**src/rtl/hp_sweep_ctrl.sv**
```systemverilog
// hp_sweep_ctrl
//   Wishbone-programmable glitch-sweep sequencer for the hoggephase detector
//   pair and the programmable glitcher. For every offset in [off_start,off_end]
//   (stepping by `step`) it runs `repeats` trials (clear, arm for `window`
//   cycles, sample alarm, settle). It then pushes one result word per offset
//   into a FIFO that firmware drains over wishbone.
//
// Ports
//   wb_clk_i, reset_n        clock, async active-low reset
//   wbs_*                    wishbone slave (32-byte window at BASE_ADDRESS)
//   alarm_latch_i            detector latched alarm (foreign domain)
//   alarm_ctr_i[7:0]         detector alarm counter (foreign domain)
//   hp_vcc_o, hp_pn_select_o detector VCC enable / detector select (CTRL mirror)
//   hp_alarm_rst_o           alarm latch clear
//   hp_alarm_ctr_rst_o       alarm counter clear
//   hp_glitch_en_o           glitcher enable
//   hp_glitch_offset_o       glitcher offset for the current trial
//   busy_o, done_o           campaign running / sticky campaign done
module hp_sweep_ctrl #(
   parameter logic [31:0] BASE_ADDRESS  = 32'h3000_0100,
   parameter int unsigned FIFO_DEPTH    = 8,
   parameter int unsigned CLR_CYCLES    = 2,
   parameter int unsigned SETTLE_CYCLES = 4
) (
   input  logic        wb_clk_i,
   input  logic        reset_n,
   input  logic        wbs_cyc_i,
   input  logic        wbs_stb_i,
   input  logic        wbs_we_i,
   input  logic [31:0] wbs_adr_i,
   input  logic [31:0] wbs_dat_i,
   output logic        wbs_ack_o,
   output logic        wbs_stl_o,
   output logic [31:0] wbs_dat_o,
   input  logic        alarm_latch_i,
   input  logic [7:0]  alarm_ctr_i,
   output logic        hp_vcc_o,
   output logic        hp_alarm_rst_o,
   output logic        hp_alarm_ctr_rst_o,
   output logic        hp_glitch_en_o,
   output logic [15:0] hp_glitch_offset_o,
   output logic [1:0]  hp_pn_select_o,
   output logic        busy_o,
   output logic        done_o
);

   localparam int unsigned AW          = (FIFO_DEPTH > 1) ? $clog2(FIFO_DEPTH) : 1;
   localparam logic [AW:0] FIFO_FULL   = (AW + 1)'(FIFO_DEPTH);
   localparam logic [15:0] CLR_LAST    = 16'(CLR_CYCLES - 1);
   localparam logic [15:0] SETTLE_LAST = 16'(SETTLE_CYCLES - 1);

   typedef enum logic [2:0] {
      S_IDLE   = 3'd0,
      S_CLEAR  = 3'd1,
      S_ARM    = 3'd2,
      S_SAMPLE = 3'd3,
      S_SETTLE = 3'd4,
      S_NEXT   = 3'd5,
      S_PUSH   = 3'd6,
      S_DONE   = 3'd7
   } state_t;

   state_t state, state_nxt;

   // ---------------- synchronizers ----------------
   logic       latch_s1, latch_s2;
   logic [7:0] ctr_s1, ctr_s2;

   // The counter second stage only advances while the latch is not changing,
   // so the captured count is consistent with the captured latch value.
   always_ff @(posedge wb_clk_i or negedge reset_n) begin
      if (!reset_n) begin
         latch_s1 <= 1'b0;
         latch_s2 <= 1'b0;
         ctr_s1   <= '0;
         ctr_s2   <= '0;
      end else begin
         latch_s1 <= alarm_latch_i;
         latch_s2 <= latch_s1;
         ctr_s1   <= alarm_ctr_i;
         if (latch_s1 == latch_s2) ctr_s2 <= ctr_s1;
      end
   end

   // ---------------- bus decode ----------------
   logic       in_win, req, wr, rd;
   logic [2:0] word;
   logic       start_p, abort_p, done_clr_p;
   logic       unused_adr;

   assign in_win     = (wbs_adr_i[31:5] == BASE_ADDRESS[31:5]);
   // Gating with ack keeps the ack a single-cycle pulse while stb is still held.
   assign req        = wbs_cyc_i & wbs_stb_i & in_win & ~wbs_ack_o;
   assign wr         = req & wbs_we_i;
   assign rd         = req & ~wbs_we_i;
   assign word       = wbs_adr_i[4:2];
   assign start_p    = wr && (word == 3'd0) && wbs_dat_i[0];
   assign abort_p    = wr && (word == 3'd0) && wbs_dat_i[1];
   assign done_clr_p = wr && (word == 3'd0) && wbs_dat_i[3];
   assign unused_adr = ^wbs_adr_i[1:0];

   // ---------------- registers ----------------
   logic        vcc;
   logic [1:0]  pn_sel;
   logic [15:0] off_start, off_end, window;
   logic [7:0]  step, repeats;
   logic [7:0]  step_e, rep_e;
   logic [15:0] win_e;

   always_ff @(posedge wb_clk_i or negedge reset_n) begin
      if (!reset_n) begin
         vcc       <= 1'b0;
         pn_sel    <= '0;
         off_start <= '0;
         off_end   <= '0;
         step      <= '0;
         repeats   <= '0;
         window    <= '0;
      end else if (wr) begin
         if (word == 3'd0) begin
            vcc    <= wbs_dat_i[2];
            pn_sel <= wbs_dat_i[15:14];
         end
         if (word == 3'd1 && !busy_o) begin
            off_start <= wbs_dat_i[15:0];
            off_end   <= wbs_dat_i[31:16];
         end
         if (word == 3'd2 && !busy_o) begin
            step    <= wbs_dat_i[7:0];
            repeats <= wbs_dat_i[15:8];
            window  <= wbs_dat_i[31:16];
         end
      end
   end

   assign step_e = (step == '0)    ? 8'd1  : step;
   assign rep_e  = (repeats == '0) ? 8'd1  : repeats;
   assign win_e  = (window == '0)  ? 16'd1 : window;

   // ---------------- result FIFO ----------------
   logic [31:0] mem [FIFO_DEPTH];
   logic [AW-1:0] wr_ptr, rd_ptr;
   logic [AW:0]   count;
   logic          fifo_empty, fifo_full, push, pop;
   logic [15:0]   offset;
   logic [7:0]    trial, hits, ctr_cap;

   assign fifo_empty = (count == '0);
   assign fifo_full  = (count == FIFO_FULL);
   assign pop        = rd && (word == 3'd4) && !fifo_empty;

   always_ff @(posedge wb_clk_i or negedge reset_n) begin
      if (!reset_n) begin
         for (int unsigned i = 0; i < FIFO_DEPTH; i++) mem[i] <= '0;
         wr_ptr <= '0;
         rd_ptr <= '0;
         count  <= '0;
      end else begin
         if (push) begin
            mem[wr_ptr] <= {ctr_cap, hits, offset};
            wr_ptr      <= wr_ptr + 1'b1;
         end
         if (pop) rd_ptr <= rd_ptr + 1'b1;
         case ({push, pop})
            2'b10:   count <= count + 1'b1;
            2'b01:   count <= count - 1'b1;
            default: count <= count;
         endcase
      end
   end

   // ---------------- sequencer ----------------
   logic [15:0] cnt;
   logic [16:0] sum17;
   logic        last_trial, last_off, done;

   assign sum17      = {1'b0, offset} + {9'd0, step_e};
   assign last_off   = (sum17 > {1'b0, off_end});
   assign last_trial = (trial >= rep_e - 8'd1);

   always_ff @(posedge wb_clk_i or negedge reset_n) begin
      if (!reset_n) state <= S_IDLE;
      else          state <= state_nxt;
   end

   always_comb begin
      state_nxt = state;
      push      = 1'b0;
      case (state)
         S_IDLE:   if (start_p) state_nxt = (off_start > off_end) ? S_DONE : S_CLEAR;
         S_CLEAR:  if (cnt == CLR_LAST) state_nxt = S_ARM;
         S_ARM:    if (cnt == win_e - 16'd1) state_nxt = S_SAMPLE;
         S_SAMPLE: state_nxt = S_SETTLE;
         S_SETTLE: if (cnt == SETTLE_LAST) state_nxt = S_NEXT;
         S_NEXT:   state_nxt = last_trial ? S_PUSH : S_CLEAR;
         S_PUSH: begin
            if (!fifo_full) begin
               push      = 1'b1;
               state_nxt = last_off ? S_DONE : S_CLEAR;
            end
         end
         S_DONE:   state_nxt = S_IDLE;
         default:  state_nxt = S_IDLE;
      endcase
      if (abort_p) begin
         state_nxt = S_IDLE;
         push      = 1'b0;
      end
   end

   always_ff @(posedge wb_clk_i or negedge reset_n) begin
      if (!reset_n) begin
         cnt     <= '0;
         offset  <= '0;
         trial   <= '0;
         hits    <= '0;
         ctr_cap <= '0;
         done    <= 1'b0;
      end else begin
         cnt <= (state_nxt != state) ? '0 : cnt + 16'd1;
         case (state)
            S_IDLE: begin
               if (start_p) begin
                  offset <= off_start;
                  trial  <= '0;
                  hits   <= '0;
               end
            end
            S_SAMPLE: begin
               if (latch_s2 && hits != 8'hFF) hits <= hits + 8'd1;
               ctr_cap <= ctr_s2;
            end
            S_NEXT:  if (!last_trial) trial <= trial + 8'd1;
            default: ;
         endcase
         if (push) begin
            trial <= '0;
            hits  <= '0;
            if (!last_off) offset <= sum17[15:0];
         end
         if (state == S_DONE && !abort_p) done <= 1'b1;
         else if (start_p || done_clr_p)  done <= 1'b0;
      end
   end

   assign busy_o             = (state != S_IDLE);
   assign done_o             = done;
   assign hp_vcc_o           = vcc;
   assign hp_pn_select_o     = pn_sel;
   assign hp_alarm_rst_o     = (state == S_CLEAR);
   assign hp_alarm_ctr_rst_o = (state == S_CLEAR);
   assign hp_glitch_en_o     = (state == S_ARM);
   assign hp_glitch_offset_o = busy_o ? offset : '0;
   assign wbs_stl_o          = 1'b0;

   // ---------------- read mux / ack ----------------
   logic [31:0] rdata;

   always_comb begin
      rdata = '0;
      case (word)
         3'd0: begin
            rdata[2]     = vcc;
            rdata[15:14] = pn_sel;
         end
         3'd1: rdata = {off_end, off_start};
         3'd2: rdata = {window, repeats, step};
         3'd3: rdata = {hp_glitch_offset_o, 9'd0, state, fifo_full, fifo_empty, done, busy_o};
         3'd4: rdata = fifo_empty ? '0 : mem[rd_ptr];
         default: rdata = '0;
      endcase
   end

   always_ff @(posedge wb_clk_i or negedge reset_n) begin
      if (!reset_n) begin
         wbs_ack_o <= 1'b0;
         wbs_dat_o <= '0;
      end else begin
         wbs_ack_o <= req;
         wbs_dat_o <= rd ? rdata : '0;
      end
   end

endmodule

```
**config.mk**
```make
export PLATFORM = sky130hd
export DESIGN_NAME = hp_sweep_ctrl
export DESIGN_NICKNAME = d
export VERILOG_FILES = /design/src/rtl/hp_sweep_ctrl.sv
export SDC_FILE = /design/constraint.sdc
export NUM_CORES = 1
export LEC_CHECK = 0
export CORE_MARGIN = 4
export CORE_UTILIZATION = 58
export CTS_CLUSTER_SIZE = 10
export DETAILED_ROUTE_END_ITERATION = 10
export DONT_BUFFER_PORTS = 1
export MAX_ROUTING_LAYER = met4
export PLACE_DENSITY = 0.76
export SYNTH_ARGS = -nofsm -noshare
export SYNTH_HDL_FRONTEND = slang
export SYNTH_SLANG_ARGS = --single-unit
```
**constraint.sdc**
```tcl
create_clock -name wb_clk_i -period 3.8 [get_ports wb_clk_i]
set_input_delay 0.76 -clock wb_clk_i [delete_from_list [all_inputs] [get_ports wb_clk_i]]
set_output_delay 0.76 -clock wb_clk_i [all_outputs]
set_load 0.02 [all_outputs]
```
# Word-level counts from Yosys, hierarchy flattened
# Cells that the tools add are included.
[totals]
ff_bits = 444
wordCells = 156
[op_classes]
eq_ne = 24
bitwise = 9
n_addsub = 10
order_cmp = 6
reduce_logical = 31
n_mux = 45
[op_table]
columns = ["cell", "n"]
rows = [
  ["$bwmux 256", 1],
  ["$mux 32", 5],
  ["$mux 16", 7],
  ["$bmux 32 s3", 1],
  ["$demux 32 s3", 1],
  ["$pmux 16 s4", 1],
  ["$mux 8", 7],
  ["$pmux 11 s4", 1],
  ["$pmux 8 s2", 2],
  ["$eq 27x25->1 const B", 1],
  ["$mux 3", 9],
  ["$pmux 3 s8", 1],
  ["$add 16x8->17", 1],
  ["$gt 17x16->1", 1],
  ["$add 16x1->16 const B", 1],
  ["$add 8x1->8 const B", 2],
  ["$eq 16x1->1 const B", 1],
  ["$eq 16x16->1", 1],
  ["$eq 16x2->1 const B", 1],
  ["$gt 16x16->1", 1],
  ["$logic_not 16->1", 1],
  ["$logic_not 8->1", 2],
  ["$pmux 2 s4", 2],
  ["$sub 16x1->16 const B", 1],
  ["other kinds (32)", 73],
]

# Logic depth before layout (Yosys ltp)
# Gate-level depths: netlist (run 1).
[logic_depth]
depth_word = 11
mapped_depth = 20

# Worst setup path after synthesis (run 1)
# No wires, ideal clock.
[synth_timing]
path_type = "reg2reg"
start = "register step[4]"
end = "register offset[13]"
n_path_buf = 1
path_stages_with_launch = 20
t_required_ns = 3.677
setup_slack_ns = -0.390
setup_time_ns = 0.123
t_arrival_ns = 4.067
path_cell_list = "dfrtp_1 nor4_1 a21o_1 ha_1 a21o_1 a21oi_1 o21ba_2 o221ai_1 a21oi_1 nor4b_1 xor2_1 ha_1 nand4_1 a211o_1 o2bb2ai_1 nor3_2 or2_1 buf_2 o21a_1 o221a_1"
[synth_between]
elab_chain_len = 6
[synth_rtl]
columns = ["item", "line_no", "text"]
rows = [
  ["start, declared", "106", "logic [7:0] step, repeats;"],
  ["start signal, assigned", "129", "step <= wbs_dat_i[7:0];"],
  ["$logic_not 8->1", "136", "assign step_e = (step == '0) ? 8'd1 : step;"],
  ["$mux 8 *", "136", ""],
  ["$add 16x8->17 *", "177", "assign sum17 = {1'b0, offset} + {9'd0, step_e};"],
  ["$gt 17x16->1", "178", "assign last_off = (sum17 > {1'b0, off_end});"],
  ["$mux 16 *", "239", "if (!last_off) offset <= sum17[15:0];"],
  ["$mux 16 *", "236", "if (push) begin"],
  ["end signal, assigned", "224", "offset <= off_start;"],
  ["end signal, assigned", "239", ""],
  ["end, declared", "145", "logic [15:0] offset;"],
]
# Every way passes the cells marked *; elsewhere a longest branch is shown, timed or not.
# A chain may end at the register's enable or synchronous reset.

# Worst setup path in the final report (run 1)
[layout_timing]
start = "register step[4]"
end = "register offset[12]"
# Same word-level chain as after synthesis.

==> results.toml, run 1 <==
[status]
status = "complete, but fails checks"
violations = "negative hold slack, max-slew violations, negative setup slack"

[routing]
first_iter_violations = 1321
drcViolationCount = 0
first_pass_iters = 8
top_layer = "met4"
antenna_left = 0
wl_met2_um = 26780
wl_per_cell_um = 24.40
finalWirelength_um = 57010
num_vias = 14759
vias_per_cell = 6.318
wl_met3_um = 4160
met1_length_um = 23710

[timing]
hold_slack_ns = -0.1161
setup_slack_ns = -0.3485
drv_slew = 120
setup_viol = 34
grt_setup_unrepaired = "yes"
hold_viol = 42
fin_crit_ns = 4.148
fmax_ghz = 0.2411
finalCritPeriodShare = 1.092
worstMarginPinSlew_ns = 1.683
slew_headroom = -0.1223
fin_worst_skew_ns = 0.02017

[global_route]
grt_max_degree = 445
grt_pass1_vias = 15177
antenna_found_initial = 1
grt_overflow = 0
gr-usage-all-layers = 0.2862
grt_pass1_wl_um = 89470

[critical_path]
cp_slowest_cell = "dfrtp_1"
timing.rr.start = "step[4]"
cp-startpoint = "step[4]"
path_buf_inv = 3
crit_path_max_fanout = 6
required_ns = 4.28
cpPeakStageDelay_ns = 0.41
start_kind = "register"
critPathMostFrequentCell = "buf_4"
worst-endpoint-arrival_ns = 4.63
crit_chain = "nor4_4, a21o_1, ha_2, fa_2, a21oi_2, o211ai_1, buf_4, a31oi_4, buf_4, buf_4, xnor2_1, ha_1, a21o_1, a21oi_1, o211ai_1, o2bb2ai_4, nor3_4, or2_4, a21oi_1, a311oi_1"
crit_type = "register to register"
cp-end-kind = "register"
cp_top_family = "compound AO/OA/AOI/OAI gates"

[power_and_ir_drop]
p_per_area_nw_per_um2 = 420.5
peakVddDrop_v = 0.0003489
leakage_nw = 11.59

[final_layout]
postLayoutCoreUtil = 0.6636
drive_gt1_frac = 0.3602
nNetsFinal = 1952
n_fill_cell = 2724
syn2layout_area_growth_pct = 12.77
final-instance-count-excl-fill = 2336
fin_area_um2 = 25000

[min_path]
min_path_type = "primary input to async pin"

[placement]
place_congestion = 0.9480
place_area_um2 = 23240
post-place-ws_ns = -0.4250
dp_hpwl_um = 38690
dp.cells = 2255
io_buffers = 0

[synth]
ys_ff_latch = 444
synth_nets = 1905
synth-main-ff-cell = "dfrtp_1"
syn-cell-area_um2 = 22170
synthTopCellsByArea = "dfrtp_1, mux2_2, mux4_2, ha_1, nand2_1"
yosysTopAreaCell = "dfrtp_1"
syn_inst = 1766
synth_edf_count = 0
ys_seq_area_frac = 0.5013
synthArstFlopShare = 1.000
yosysTopAreaCellShare = 0.5013
avgSynthCellArea_um2 = 12.55
ys_warn_count = 0
ys_types = 90

[flow_run]
maxCapViolations = 0

[floorplanning]
num_rows = 71
coreArea_um2 = 37670
start_util = 0.5885
io_pins = 136
die-height_um = 203.5
die_w_um = 203.5
die_area_um2 = 41410

[clocking]
clk_pin_slew_ns = 0.06
htreeDepth = 2
cts_tree = "yes"
clkSinkCount = 444
cts-root-buf = "clkbuf_16"
cts-buffers-inserted = 51
cts_buffer_depth = 3
insertion_delay_ns = 0.59
## per-layer routing
| layer | vias to the layer above | global-route usage |
|---|---|---|
| li1 | 6489 | - |
| met1 | 7579 | 0.3934 |
| met2 | 549 | 0.4357 |
| met3 | 142 | 0.04643 |
| met4 | 0 | 0.1108 |
| met5 | - | - |
## cell type report
cell class | count | area [um2] | share of cell area
clock inverters | 4 | 56.30 | 0.002252
flip-flops and latches | 444 | 11120 | 0.4447
well taps | 511 | 639.4 | 0.02558
multi-input cells | 1153 | 10670 | 0.4268
diodes | 1 | 2.502 | 0.0001001
clock buffers | 60 | 1361 | 0.05446
repair buffers | 117 | 977.2 | 0.03909
inverters | 46 | 175.2 | 0.007008
## registers in the layout, indices dropped and copies added (netlist names), 2 cells and up
name,flops
mem,256
wbs_dat_o,32
cnt,16
off_end,16
off_start,16
offset,16
window,16
ctr_cap,8
ctr_s1,8
ctr_s2,8
hits,8
repeats,8
step,8
trial,8
count,4
rd_ptr,3
state,3
wr_ptr,3
hp_pn_select_o,2
## cell usage in the layout, fill, tap and decap left out, types with 21 or more instances in the layout
cell type,n
a222oi_1,23
nand2_1,127
o21ai_0,69
xor2_1,22
buf_4,107
a21oi_1,43
mux4_2,65
inv_1,42
nor2b_1,25
ha_1,58
mux2i_1,21
nand3_1,34
mux2_2,328
clkbuf_16,52
dfrtp_1,441
xnor2_1,33
nor2_1,74
## path summary, 6_finish.rpt
check	slack, ns	to	depth (start not counted)
setup / recovery	-0.35	offset[12]	20
hold / removal	-0.12	trial[3]	0
setup reg to reg	-0.35	offset[12]	20
hold reg to reg	0.40	latch_s2	0
max in group asynchronous	2.56	cnt[10]	0
min in group wb_clk_i	0.20	latch_s1	0
## worst register-to-register path, delay by kind of cell, from the launching register on
family                     cells  cell delay (ns)
AOI/OAI and AO/OA             10             1.49
and+or+nand+nor                3             0.87
adders and majority gates      3             0.69
buffers and inverters          3             0.46
DFF                            1             0.41
xor gates and xnor gates       1             0.12
## cell families (layout without fill, tap and decap cells)
group	Yosys count	in the layout	share of synthesized area
simple gates	386	386	0.09190
flops	444	444	0.5013
compound gates	220	220	0.06751
fa+ha+maj	61	61	0.03511
mux	426	426	0.2484
buf+inv	169	227	0.03229
xor+xnor	59	59	0.02331
other cells	1	2	0.0001692
## report_power, final
group | switching (mW) | total, mW | leakage (nW) | internal [mW]
registers | 0.134 | 4.97 | 5.94 | 4.83
logic | 0.711 | 1.23 | 4.96 | 0.517
clock network | 1.82 | 4.32 | 0.694 | 2.49
## stage by stage
stage	setup TNS, ns	total power [mW]
final	-7.898	10.51
after global routing	-14.65	10.88
after CTS	-4.203	10.52
after detailed placement	-11.67	6.163
after global placement	-10.49	6.124
after floorplan	-0.3997	5.799
## Yosys cell counts, types with 11 or more instances
master / count
and3_1: 13
nor3_1: 17
mux2_2: 328
buf_2: 32
xnor2_1: 35
mux2_1: 11
nand2_1: 129
ha_1: 59
clkbuf_1: 73
nand3_1: 35
mux4_2: 65
a222oi_1: 23
inv_1: 44
o21ai_0: 72
dfrtp_1: 444
nor2b_1: 25
nor2_1: 79
xor2_1: 24
a21oi_1: 49
mux2i_1: 21
## what timing repair did
item	4_1_cts	5_1_grt
pin swaps	24	26
gates resized for setup	20	27
endpoints found under the setup margin	34	40
buffers inserted	9	6
gates cloned	0	1
endpoints found under the hold margin	444	444
No activity file was read; power rests on OpenSTA's default activity.
==> inputs of run 2 (changes only) <==
- CORE_MARGIN: 4 -> 2
==> results.toml, run 2 (synthesis results as in run 1) <==
[critical_path]
path_buf_inv = 5
cp_slowest_cell = "dfrtp_1"
r2r_end = "state[2]"
start_kind = "register"
crit_chain = "nor4_4, a21o_1, ha_4, fa_2, buf_4, buf_4, buf_4, xor2_1, ha_1, a21oi_1, o21ai_0, a2111oi_4, buf_4, o2bb2ai_4, buf_4, nor3b_4, a2bb2oi_2, o221ai_1, and2_1"
required_ns = 4.28
reg2reg_depth = 19
worst-endpoint-arrival_ns = 4.66
crit_path_max_fanout = 3
crit_type = "register to register"
critPathMostFrequentCell = "buf_4"
rrSetupSlack_ns = -0.38
cpPeakStageDelay_ns = 0.42
cp_top_family = "compound AO/OA/AOI/OAI gates"
timing.rr.start = "step[7]"
cp-end-kind = "register"

[floorplanning]
io_pins = 136
die_area_um2 = 39790
coreArea_um2 = 37670
die_w_um = 199.5
start_util = 0.5885
die-height_um = 199.5
num_rows = 71

[global_route]
grt_pass1_wl_um = 89950
grt_pass1_vias = 15329
grt_overflow = 0
gr-usage-all-layers = 0.3099
grt_max_degree = 445
antenna_found_initial = 0

[timing]
grt_setup_unrepaired = "yes"
hold_slack_ns = -0.1223
fin_crit_ns = 4.180
setup_viol = 34
hold_viol = 204
drv_slew = 0
fmax_ghz = 0.2392
setup_slack_ns = -0.3799
slew_headroom = 0.2359
fin_worst_skew_ns = 0.01999
finalCritPeriodShare = 1.100
worstMarginPinSlew_ns = 1.141

[min_path]
min_path_type = "primary input to async pin"

[clocking]
cts-buffers-inserted = 51
insertion_delay_ns = 0.59
cts_buffer_depth = 3
clk_pin_slew_ns = 0.06
cts_tree = "yes"
clkSinkCount = 444
cts-root-buf = "clkbuf_16"
htreeDepth = 2

[status]
status = "complete, but fails checks"
violations = "negative hold slack, negative setup slack"

[final_layout]
multiInputGateArea_um2 = 10680
seq_area_um2 = 11120
largest_register_ffs = 256
n_fill_cell = 2722
largestRegisters = "mem (256), wbs_dat_o (32)"
drive_gt1_frac = 0.3612
nNetsFinal = 1958
num_antenna_cells = 0
final_cell_mix = "dfrtp_1, mux2_2, nand2_1"
syn2layout_area_growth_pct = 13.18
final_common_cell = "dfrtp_1"
largest-register = "mem"

[placement]
place_congestion = 0.9626
io_buffers = 0
dp_hpwl_um = 39340

[routing]
drcViolationCount = 0
antenna_left = 0
first_pass_iters = 6
met1_length_um = 23370
num_vias = 15053
wl_met3_um = 5066
top_layer = "met4"
first_iter_violations = 1283
vias_per_cell = 6.430
wl_per_cell_um = 24.84
wl_met2_um = 27320
finalWirelength_um = 58140

[power_and_ir_drop]
peakVddDrop_v = 0.0003903
finalPower_mw = 10.65
leakage_nw = 11.63
p_per_area_nw_per_um2 = 424.6

[flow_run]
maxCapViolations = 0
## run 2: cell count changes in the layout (fill, tap and decap cells not counted), sizes merged
cell    delta
buf        +5
clkinv     -2
diode      -1
bufinv     +1
inv        +1
clkbuf     +1
## run 2: worst max path at each step
stage,start,endpoint,slack [ns],cells past startpoint
finish,step[7],state[2],-0.38,19
global route,step[4],state[2],-0.53,20
CTS,step[6],offset[13],-0.25,18
detailed placement,step[4],offset[13],-0.46,18
global placement,step[4],cnt[5],-0.32,19
floorplan,step[1],offset[13],-0.09,20
## run 2: cell type report
| class | count | share of cell area |
|---|---|---|
| sequential | 444 | 0.4431 |
| multi-input combinational | 1153 | 0.4256 |
| clock buffer | 60 | 0.05431 |
| timing repair buffer | 123 | 0.04209 |
| tap | 511 | 0.02549 |
| inverter | 46 | 0.006983 |
| clock inverter | 4 | 0.002394 |
## run 2: power by group
part / internal (mW) / leakage, nW / switching [mW]
Combinational: 0.566 / 5.00 / 0.743
Sequential: 4.83 / 5.94 / 0.117
Clock: 2.56 / 0.699 / 1.83
Total: 7.96 / 11.6 / 2.69
## run 2: routing by layer
metal  global-route usage  up-vias
met1               0.4050     7766
met3              0.06903      146
li1                     -     6515
met4               0.1240        0
met5                    -        -
met2               0.4739      626
## run 2: worst register-to-register path, stage by stage (launching register included)
cell       delay, ns
dfrtp_1         0.42
nor4_4          0.07
a21o_1          0.20
ha_4            0.17
fa_2            0.36
buf_4           0.14
buf_4           0.11
buf_4           0.12
xor2_1          0.36
ha_1            0.33
a21oi_1         0.14
o21ai_0         0.19
a2111oi_4       0.39
buf_4           0.17
o2bb2ai_4       0.09
buf_4           0.16
nor3b_4         0.20
a2bb2oi_2       0.14
o221ai_1        0.11
and2_1          0.19
## run 2: per-stage QoR
step           setup TNS, ns  utilization  std cells  area, um2  setup slack [ns]
4_1_cts               -5.669       0.6618       2335      24930           -0.2526
5_1_grt               -15.87       0.6660       2341      25090           -0.5255
2_1_floorplan        -0.3997            -       1766      22230          -0.09217
3_3_place_gp          -8.588       0.6187       2262      23300           -0.3238
6_report              -11.30       0.6660       2341      25090           -0.3799
3_5_place_dp          -12.11       0.6187       2262      23300           -0.4620
## run 2: repair_timing
| item | CTS | global route |
|---|---|---|
| endpoints found under the setup margin | 34 | 41 |
| setup buffers | 11 | 6 |
| resized for setup | 27 | 22 |
| endpoints found under the hold margin | 444 | 444 |
| pin swaps | 9 | 20 |
| gates cloned | 0 | 1 |
==> inputs of run 3 (changes only) <==
- CORE_UTILIZATION: 58 -> 44
- PLACE_DENSITY: 0.76 -> default
- RECOVER_POWER: default -> 50
==> results.toml, run 3 (synthesis results as in run 1) <==
[status]
status = "complete, but fails checks"
violations = "negative hold slack, max-slew violations, negative setup slack"

[routing]
finalWirelength_um = 60950
vias_per_cell = 5.867
first_iter_violations = 1163
drcViolationCount = 0
num_vias = 14780
wl_per_cell_um = 24.19
first_pass_iters = 7
antenna_left = 0

[final_layout]
largest-register = "mem"
fin_area_um2 = 25410
final_cell_mix = "dfrtp_1, mux2_2, nand2_1"
n_fill_cell = 4370
drive_gt1_frac = 0.3678
final_common_cell = "dfrtp_1"
largest_register_ffs = 256
largestRegisters = "mem (256), wbs_dat_o (32)"
syn2layout_area_growth_pct = 14.62
nNetsFinal = 1969

[timing]
hold_viol = 92
fin_crit_ns = 4.046
setup_viol = 34
setup_slack_ns = -0.2458
hold_slack_ns = -0.1269
slew_headroom = -0.6075
fmax_ghz = 0.2472
finalCritPeriodShare = 1.065
worstMarginPinSlew_ns = 2.411
fin_worst_skew_ns = 0.02307
grt_setup_unrepaired = "yes"
drv_slew = 298

[global_route]
gr-usage-all-layers = 0.2429
grt_overflow = 0
grt_pass1_vias = 15323
grt_max_degree = 445
antenna_found_initial = 2
grt_pass1_wl_um = 94520

[critical_path]
crit_path_max_fanout = 3
worst-endpoint-arrival_ns = 4.56
required_ns = 4.32
cp-end-kind = "register"
crit_type = "register to register"
start_kind = "register"

[flow_run]
maxCapViolations = 0

[min_path]
min_path_type = "primary input to async pin"

[floorplanning]
start_util = 0.4436
die_w_um = 228.4
die_area_um2 = 52190
num_rows = 82
die-height_um = 228.4
io_pins = 136
coreArea_um2 = 49970

[clocking]
cts-buffers-inserted = 52
cts_buffer_depth = 3
clk_pin_slew_ns = 0.06
htreeDepth = 2
insertion_delay_ns = 0.60
cts_tree = "yes"
cts-root-buf = "clkbuf_16"
clkSinkCount = 444

[power_and_ir_drop]
leakage_nw = 11.70
p_per_area_nw_per_um2 = 426.7
peakVddDrop_v = 0.0003346
finalPower_mw = 10.84

[placement]
dp_hpwl_um = 41560
io_buffers = 0
post-place-ws_ns = -0.3468
place_congestion = 0.9089
place_area_um2 = 23590
-- run 3: final cells by class --
cell class              instances  area (um2)  area share
clock inverters                 4       81.33    0.003201
clock buffers                  66        1436     0.05654
multi-input cells            1153       10650      0.4193
inverters                      46       175.2    0.006895
well taps                     672       840.8     0.03310
repair buffers                133        1101     0.04334
diodes                          1       2.502  0.00009850
flip-flops and latches        444       11120      0.4376
-- run 3: worst paths after layout --
path                       slack (ns)  depth (start not counted)           end           start
max                             -0.25                         19      state[1]         step[6]
min                             -0.13                          0      trial[4]         reset_n
max reg2reg                     -0.25                         19      state[1]         step[6]
min reg2reg                      0.39                          0      latch_s2        latch_s1
max in group asynchronous        2.03                          0  wbs_dat_o[4]         reset_n
min in group wb_clk_i            0.20                          0     ctr_s1[0]  alarm_ctr_i[0]
-- run 3: timing repair --
action | 4_1_cts | 5_1_grt
cloned | 0 | 1
setup buffers | 4 | 7
setup endpoints to repair | 42 | 42
resized for setup | 18 | 34
hold endpoints to repair | 444 | 444
pin swaps | 10 | 10
-- run 3: critical path, cell delays in order (launching register included) --
cell and delay, ns:
dfrtp_1 0.40, nor4_4 0.32, a21o_1 0.16, ha_2 0.18, a21o_1 0.12, a21oi_1 0.08, o21ba_2 0.23, o221ai_4 0.18
a21oi_4 0.11, nor4b_4 0.33, xor2_1 0.10, ha_1 0.30, nand4_1 0.14, a211o_1 0.34, o2bb2ai_4 0.22, nor3b_2 0.10
buf_4 0.14, buf_4 0.12, o31a_1 0.24, a211oi_2 0.14
-- run 3: where the power goes --
| group | switching, mW | total (mW) | internal [mW] | leakage [nW] |
|---|---|---|---|---|
| clock | 1.88 | 4.61 | 2.74 | 0.743 |
| sequential | 0.133 | 4.97 | 4.84 | 5.94 |
| combinational | 0.730 | 1.26 | 0.527 | 5.02 |
-- run 3: metrics by stage --
step | util | cells | setup TNS (ns) | hold slack (ns)
floorplan | - | 1766 | -0.3997 | 0.3727
global placement | 0.4722 | 2436 | -7.589 | 0.3874
detailed placement | 0.4722 | 2436 | -10.49 | 0.3907
CTS | 0.5052 | 2510 | -3.125 | -0.1615
global route | 0.5085 | 2519 | -14.29 | -0.1624
finish | 0.5085 | 2519 | -5.275 | -0.1269
-- run 3: metal layers --
layer / up-vias / track usage / wire length [um]
met2: 446 / 0.3861 / 28780
met1: 7699 / 0.3170 / 26260
met3: 97 / 0.05065 / 4204
li1: 6538 / - / -
met4: 0 / 0.06699 / 1695
met5: - / - / 0
